[src/rtl/ibex_mem_xbar.sv]
// Two-host by two-device request router between the Ibex instr/data ports and
// the on-chip SRAM / debug memory, with round-robin arbitration and a 1-deep response tag.
module ibex_mem_xbar #(
    parameter logic [31:0] MemStart = 32'h0000_0000,
    parameter logic [31:0] MemMask  = 32'h0000_FFFF,
    parameter logic [31:0] DbgStart = 32'h1000_0000,
    parameter logic [31:0] DbgMask  = 32'h0000_0FFF,
    parameter logic [31:0] ErrRdata = 32'hBADC_AB1E
) (
    input  logic        clk_i,
    input  logic        rst_ni,

    input  logic        instr_req_i,
    input  logic [31:0] instr_addr_i,
    output logic        instr_gnt_o,
    output logic        instr_rvalid_o,
    output logic [31:0] instr_rdata_o,
    output logic        instr_err_o,

    input  logic        data_req_i,
    input  logic        data_we_i,
    input  logic [3:0]  data_be_i,
    input  logic [31:0] data_addr_i,
    input  logic [31:0] data_wdata_i,
    output logic        data_gnt_o,
    output logic        data_rvalid_o,
    output logic [31:0] data_rdata_o,
    output logic        data_err_o,

    output logic        mem_req_o,
    output logic        mem_we_o,
    output logic [3:0]  mem_be_o,
    output logic [31:0] mem_addr_o,
    output logic [31:0] mem_wdata_o,
    input  logic        mem_rvalid_i,
    input  logic [31:0] mem_rdata_i,

    output logic        dbg_req_o,
    output logic        dbg_we_o,
    output logic [3:0]  dbg_be_o,
    output logic [31:0] dbg_addr_o,
    output logic [31:0] dbg_wdata_o,
    input  logic        dbg_rvalid_i,
    input  logic [31:0] dbg_rdata_i
);

    typedef enum logic {
        HOST_INSTR = 1'b0,
        HOST_DATA  = 1'b1
    } host_e;

    typedef enum logic [1:0] {
        DEV_MEM = 2'd0,
        DEV_DBG = 2'd1,
        DEV_ERR = 2'd2
    } dev_e;

    host_e       last_q;
    host_e       winner;
    host_e       rsp_host_q;
    dev_e        win_dev;
    dev_e        rsp_dev_q;
    logic        rsp_valid_q;
    logic        grant;
    logic        win_we;
    logic [3:0]  win_be;
    logic [31:0] win_addr;
    logic [31:0] win_wdata;
    logic        rsp_active;
    logic        dev_ok;
    logic [31:0] rsp_rdata;

    // SRAM takes precedence should the two windows ever be configured to overlap.
    function automatic dev_e decode(input logic [31:0] addr);
        dev_e d;
        d = DEV_ERR;
        if ((addr & ~MemMask) == MemStart) begin
            d = DEV_MEM;
        end else if ((addr & ~DbgMask) == DbgStart) begin
            d = DEV_DBG;
        end
        return d;
    endfunction

    always_comb begin
        winner = HOST_INSTR;
        if (instr_req_i && data_req_i) begin
            if (last_q == HOST_INSTR) begin
                winner = HOST_DATA;
            end
        end else if (data_req_i) begin
            winner = HOST_DATA;
        end
        grant = rst_ni && (instr_req_i || data_req_i);
    end

    // Instruction fetches are always full-word reads.
    always_comb begin
        if (winner == HOST_DATA) begin
            win_we    = data_we_i;
            win_be    = data_be_i;
            win_addr  = data_addr_i;
            win_wdata = data_wdata_i;
        end else begin
            win_we    = 1'b0;
            win_be    = 4'hF;
            win_addr  = instr_addr_i;
            win_wdata = 32'h0;
        end
        win_dev = decode(win_addr);
    end

    always_comb begin
        instr_gnt_o = grant && (winner == HOST_INSTR);
        data_gnt_o  = grant && (winner == HOST_DATA);
        mem_req_o   = grant && (win_dev == DEV_MEM);
        dbg_req_o   = grant && (win_dev == DEV_DBG);

        mem_we_o    = mem_req_o ? win_we    : 1'b0;
        mem_be_o    = mem_req_o ? win_be    : 4'h0;
        mem_addr_o  = mem_req_o ? win_addr  : 32'h0;
        mem_wdata_o = mem_req_o ? win_wdata : 32'h0;
        dbg_we_o    = dbg_req_o ? win_we    : 1'b0;
        dbg_be_o    = dbg_req_o ? win_be    : 4'h0;
        dbg_addr_o  = dbg_req_o ? win_addr  : 32'h0;
        dbg_wdata_o = dbg_req_o ? win_wdata : 32'h0;
    end

    always_ff @(posedge clk_i) begin
        if (!rst_ni) begin
            rsp_valid_q <= 1'b0;
            last_q      <= HOST_DATA;
            rsp_host_q  <= HOST_INSTR;
            rsp_dev_q   <= DEV_ERR;
        end else begin
            rsp_valid_q <= grant;
            if (grant) begin
                last_q     <= winner;
                rsp_host_q <= winner;
                rsp_dev_q  <= win_dev;
            end
        end
    end

    // A missing device rvalid is reported as an error rather than stalling the host.
    always_comb begin
        rsp_active = rsp_valid_q && rst_ni;
        dev_ok     = ((rsp_dev_q == DEV_MEM) && mem_rvalid_i) ||
                     ((rsp_dev_q == DEV_DBG) && dbg_rvalid_i);
        if (!dev_ok) begin
            rsp_rdata = ErrRdata;
        end else if (rsp_dev_q == DEV_MEM) begin
            rsp_rdata = mem_rdata_i;
        end else begin
            rsp_rdata = dbg_rdata_i;
        end

        instr_rvalid_o = rsp_active && (rsp_host_q == HOST_INSTR);
        data_rvalid_o  = rsp_active && (rsp_host_q == HOST_DATA);
        instr_rdata_o  = instr_rvalid_o ? rsp_rdata : 32'h0;
        data_rdata_o   = data_rvalid_o  ? rsp_rdata : 32'h0;
        instr_err_o    = instr_rvalid_o && !dev_ok;
        data_err_o     = data_rvalid_o  && !dev_ok;
    end

endmodule

[config.mk]
export PLATFORM = sky130hd
export DESIGN_NAME = ibex_mem_xbar
export DESIGN_NICKNAME = d
export VERILOG_FILES = /design/src/rtl/ibex_mem_xbar.sv
export SDC_FILE = /design/constraint.sdc
export NUM_CORES = 1
export LEC_CHECK = 0
export BUFFER_PORTS_ARGS = -buffer_cell sky130_fd_sc_hd__buf_2
export CAP_MARGIN = 25
export CORE_AREA = 2 2 146 148
export DETAILED_ROUTE_END_ITERATION = 7
export DIE_AREA = 0 0 148 150
export PLACE_DENSITY_LB_ADDON = 0.12
export SYNTH_ARGS = -nofsm -noshare
export SYNTH_HDL_FRONTEND = slang
export SYNTH_SLANG_ARGS = --single-unit
[constraint.sdc]
create_clock -name clk_i -period 4.65 [get_ports clk_i]
set_input_delay 0.93 -clock clk_i [delete_from_list [all_inputs] [get_ports clk_i]]
set_output_delay 0.93 -clock clk_i [all_outputs]
set_load 0.01 [all_outputs]
==> out/metrics.cfg <==
[timing]
finalSetupTns_ns=0
final.period_utilization=0.821
fmax_mhz=262
timing.final.ws_setup_ns=0.832
rsz0062_at_grt=no
finalSetupViolCount=0
slew_headroom=0.396
worst_pin_slew_ns=0.902
min_period_ns=3.82
slew_violations=0
finalHoldViolCount=0
skew_ns=0.000255

[cts]
hold_buffers=0
cts_setup_buffers=0
clk_pin_slew_ns=0.03
cts_tree=yes
numCtsBuffers=3
clock-sinks=5
cts_resized=0
clockRootBuffer=clkbuf_16
htree_levels=1
clockBufferDepth=2
clk_latency_ns=0.22

[pwr]
clkPwrFrac=0.378
p_leak_nw=2.67
pwr-share-comb=0.495
power_frac_seq=0.127
swShare=0.349
p_switching_mw=0.129
p_per_area_nw_per_um2=87.1
ir_drop_mv=0.102
power.internal_mw=0.240

[worst_setup_path]
r2r_cells=4
cp.buffers_inverters=2
critical_path.cell_chain=buf_2 > or4_4 > nor3_2 > and4_1 > o221a_4 > and3_2 > buf_2
rr_endpoint=rsp_dev_q[0]
critPathLaunch=instr_addr_i[21]
worstSetupStartpointType=primary input
crit_slowest_cell=or4_4
worstPathMaxFanout=33
reg2reg_setup_slack_ns=2.69
crit_required_ns=3.72
r2r_start=last_q
critPathMaxStageDelay_ns=0.52
path_class=in2out
cp_top_family=simple AND/OR/NAND/NOR gates
cpMostUsedCell=buf_2
endpoint_kind=output pin
arrival_ns=2.89

[detailed_routing]
drc_errors=0
vias=3661
wl_mm=13.9
firstDrtPassIters=4
ant_nets=0
drt-initial-drc-count=129
wl_per_cell_um=14.3
viasPerCell=3.76

[floorplanning]
design.core.area_um2=20700
num_rows=53
start_util=0.112
dieWidth_um=148
dieArea_um2=22200
io_pins=381
dieHeight_um=150

[cells_and_area]
fin_nets=871
stdcell_area_um2=4240
layout-drive-gt1-share=0.538
final_cell_mix=buf_2, nor2_1, a21oi_1
area_growth_pct=83.3
final_common_cell=buf_2
n_antenna_cell=0

[hold_path]
holdPathStages=3
hp-start=last_q
worst_hold_path.endpoint=last_q
hp-class=reg2reg

[logic_synthesis]
netlist.area_leader.share=0.147
syn_inst=375
netlist_top_cells_area=mux2i_1, nor2_1, buf_4
post_synth.cell_area_avg_um2=6.17
netlist_area_um2=2310
yosysTopAreaCell=mux2i_1
ys_seq_elements=5
ys_warn_count=0
synth_cell_types=37
seq_area_frac_synth=0.0433

[global_routing]
grt_overflow=0
grt_max_degree=49
grt_pass1_wl_mm=19.2
track_usage=0.109
grt_pass1_vias=3319
antenna_found_initial=0

[placed_design]
placement.setup.worst_slack_ns=0.792
gp_congestion=0.751
io_buffers=345
post-dp-hpwl_mm=11.7
placed_area_um2=4160

[outcome]
status=completed

[run]
drv_cap=0

## cells by family (layout without fill, tap and decap cells)
group / count (synthesis) / after routing / synth area share
flip-flops: 5 / 5 / 0.0433
AND/OR/NAND/NOR: 189 / 189 / 0.423
AO/OA/AOI/OAI: 73 / 73 / 0.191
multiplexers: 34 / 34 / 0.147
buffers and inverters: 73 / 363 / 0.193
other: 1 / 35 / 0.00162
## worst reg2reg max path, stage by stage (launching register included)
cell and delay [ns]:
dfxtp_1 0.42, a21bo_1 0.60, nor3_2 0.15, o221a_4 0.43
a31o_2 0.25
## state kept, by name, summed over array words and instances, names as in the netlist
name         flops
rsp_valid_q      1
rsp_dev_q        2
rsp_host_q       1
last_q           1
## routing by layer
layer	share of wire	vias up	global-route usage
li1	-	1872	-
met1	0.39	1634	0.127
met2	0.55	151	0.215
met3	0.058	4	0.0162
met4	0.0045	0	0.00762
met5	0	-	0
## cell type report
class                           count  area (um^2)
Clock buffer                        4         78.8
Fill cell                        2432        16400
Inverter                            5         18.8
Multi-Input combinational cell    331         1900
Sequential cell                     5          100
Tap cell                          275          344
Timing Repair Buffer              354         1790
## per-stage QoR
stage	util	hold slack [ns]	std cells	power, mW
after floorplan	-	0.502	409	0.145
after global routing	0.205	0.645	974	0.398
after detailed placement	0.201	0.574	970	0.230
final	0.205	0.584	974	0.369
after global placement	0.201	0.576	970	0.233
after CTS	0.205	0.584	974	0.374
## Yosys cell counts (all sizes together)
cell type  instances
a21bo              1
a21boi             1
a21oi             48
a31o               1
a31oi             12
and2              32
and3              44
and4               1
buf               48
clkbuf            20
conb               1
dfxtp              5
inv                5
mux2i             34
nand2             20
nand2b             2
nand3              2
nand4              1
nor2              73
nor3               6
nor4               5
o21ai              6
o221a              2
o221ai             1
o32ai              1
or2                1
or3                1
or4                1
## power by group through the flow
stage	Clock, mW	Combinational (mW)	Sequential (mW)
2_1_floorplan	0	0.0982	0.0469
3_3_place_gp	0	0.186	0.0474
3_5_place_dp	0	0.183	0.0473
4_1_cts	0.143	0.184	0.0468
5_1_grt	0.146	0.204	0.0472
6_report	0.140	0.183	0.0468
## how the worst max path moves through the flow
stage	to	slack, ns	cells after the start
floorplan	dbg_wdata_o[23]	1.30	7
global route	dbg_wdata_o[0]	0.62	7
detailed placement	dbg_wdata_o[0]	0.79	7
global placement	dbg_wdata_o[0]	0.80	7
finish	dbg_wdata_o[0]	0.83	7
CTS	dbg_wdata_o[0]	0.79	7
Note: power is estimated with default switching activity, not from simulation.
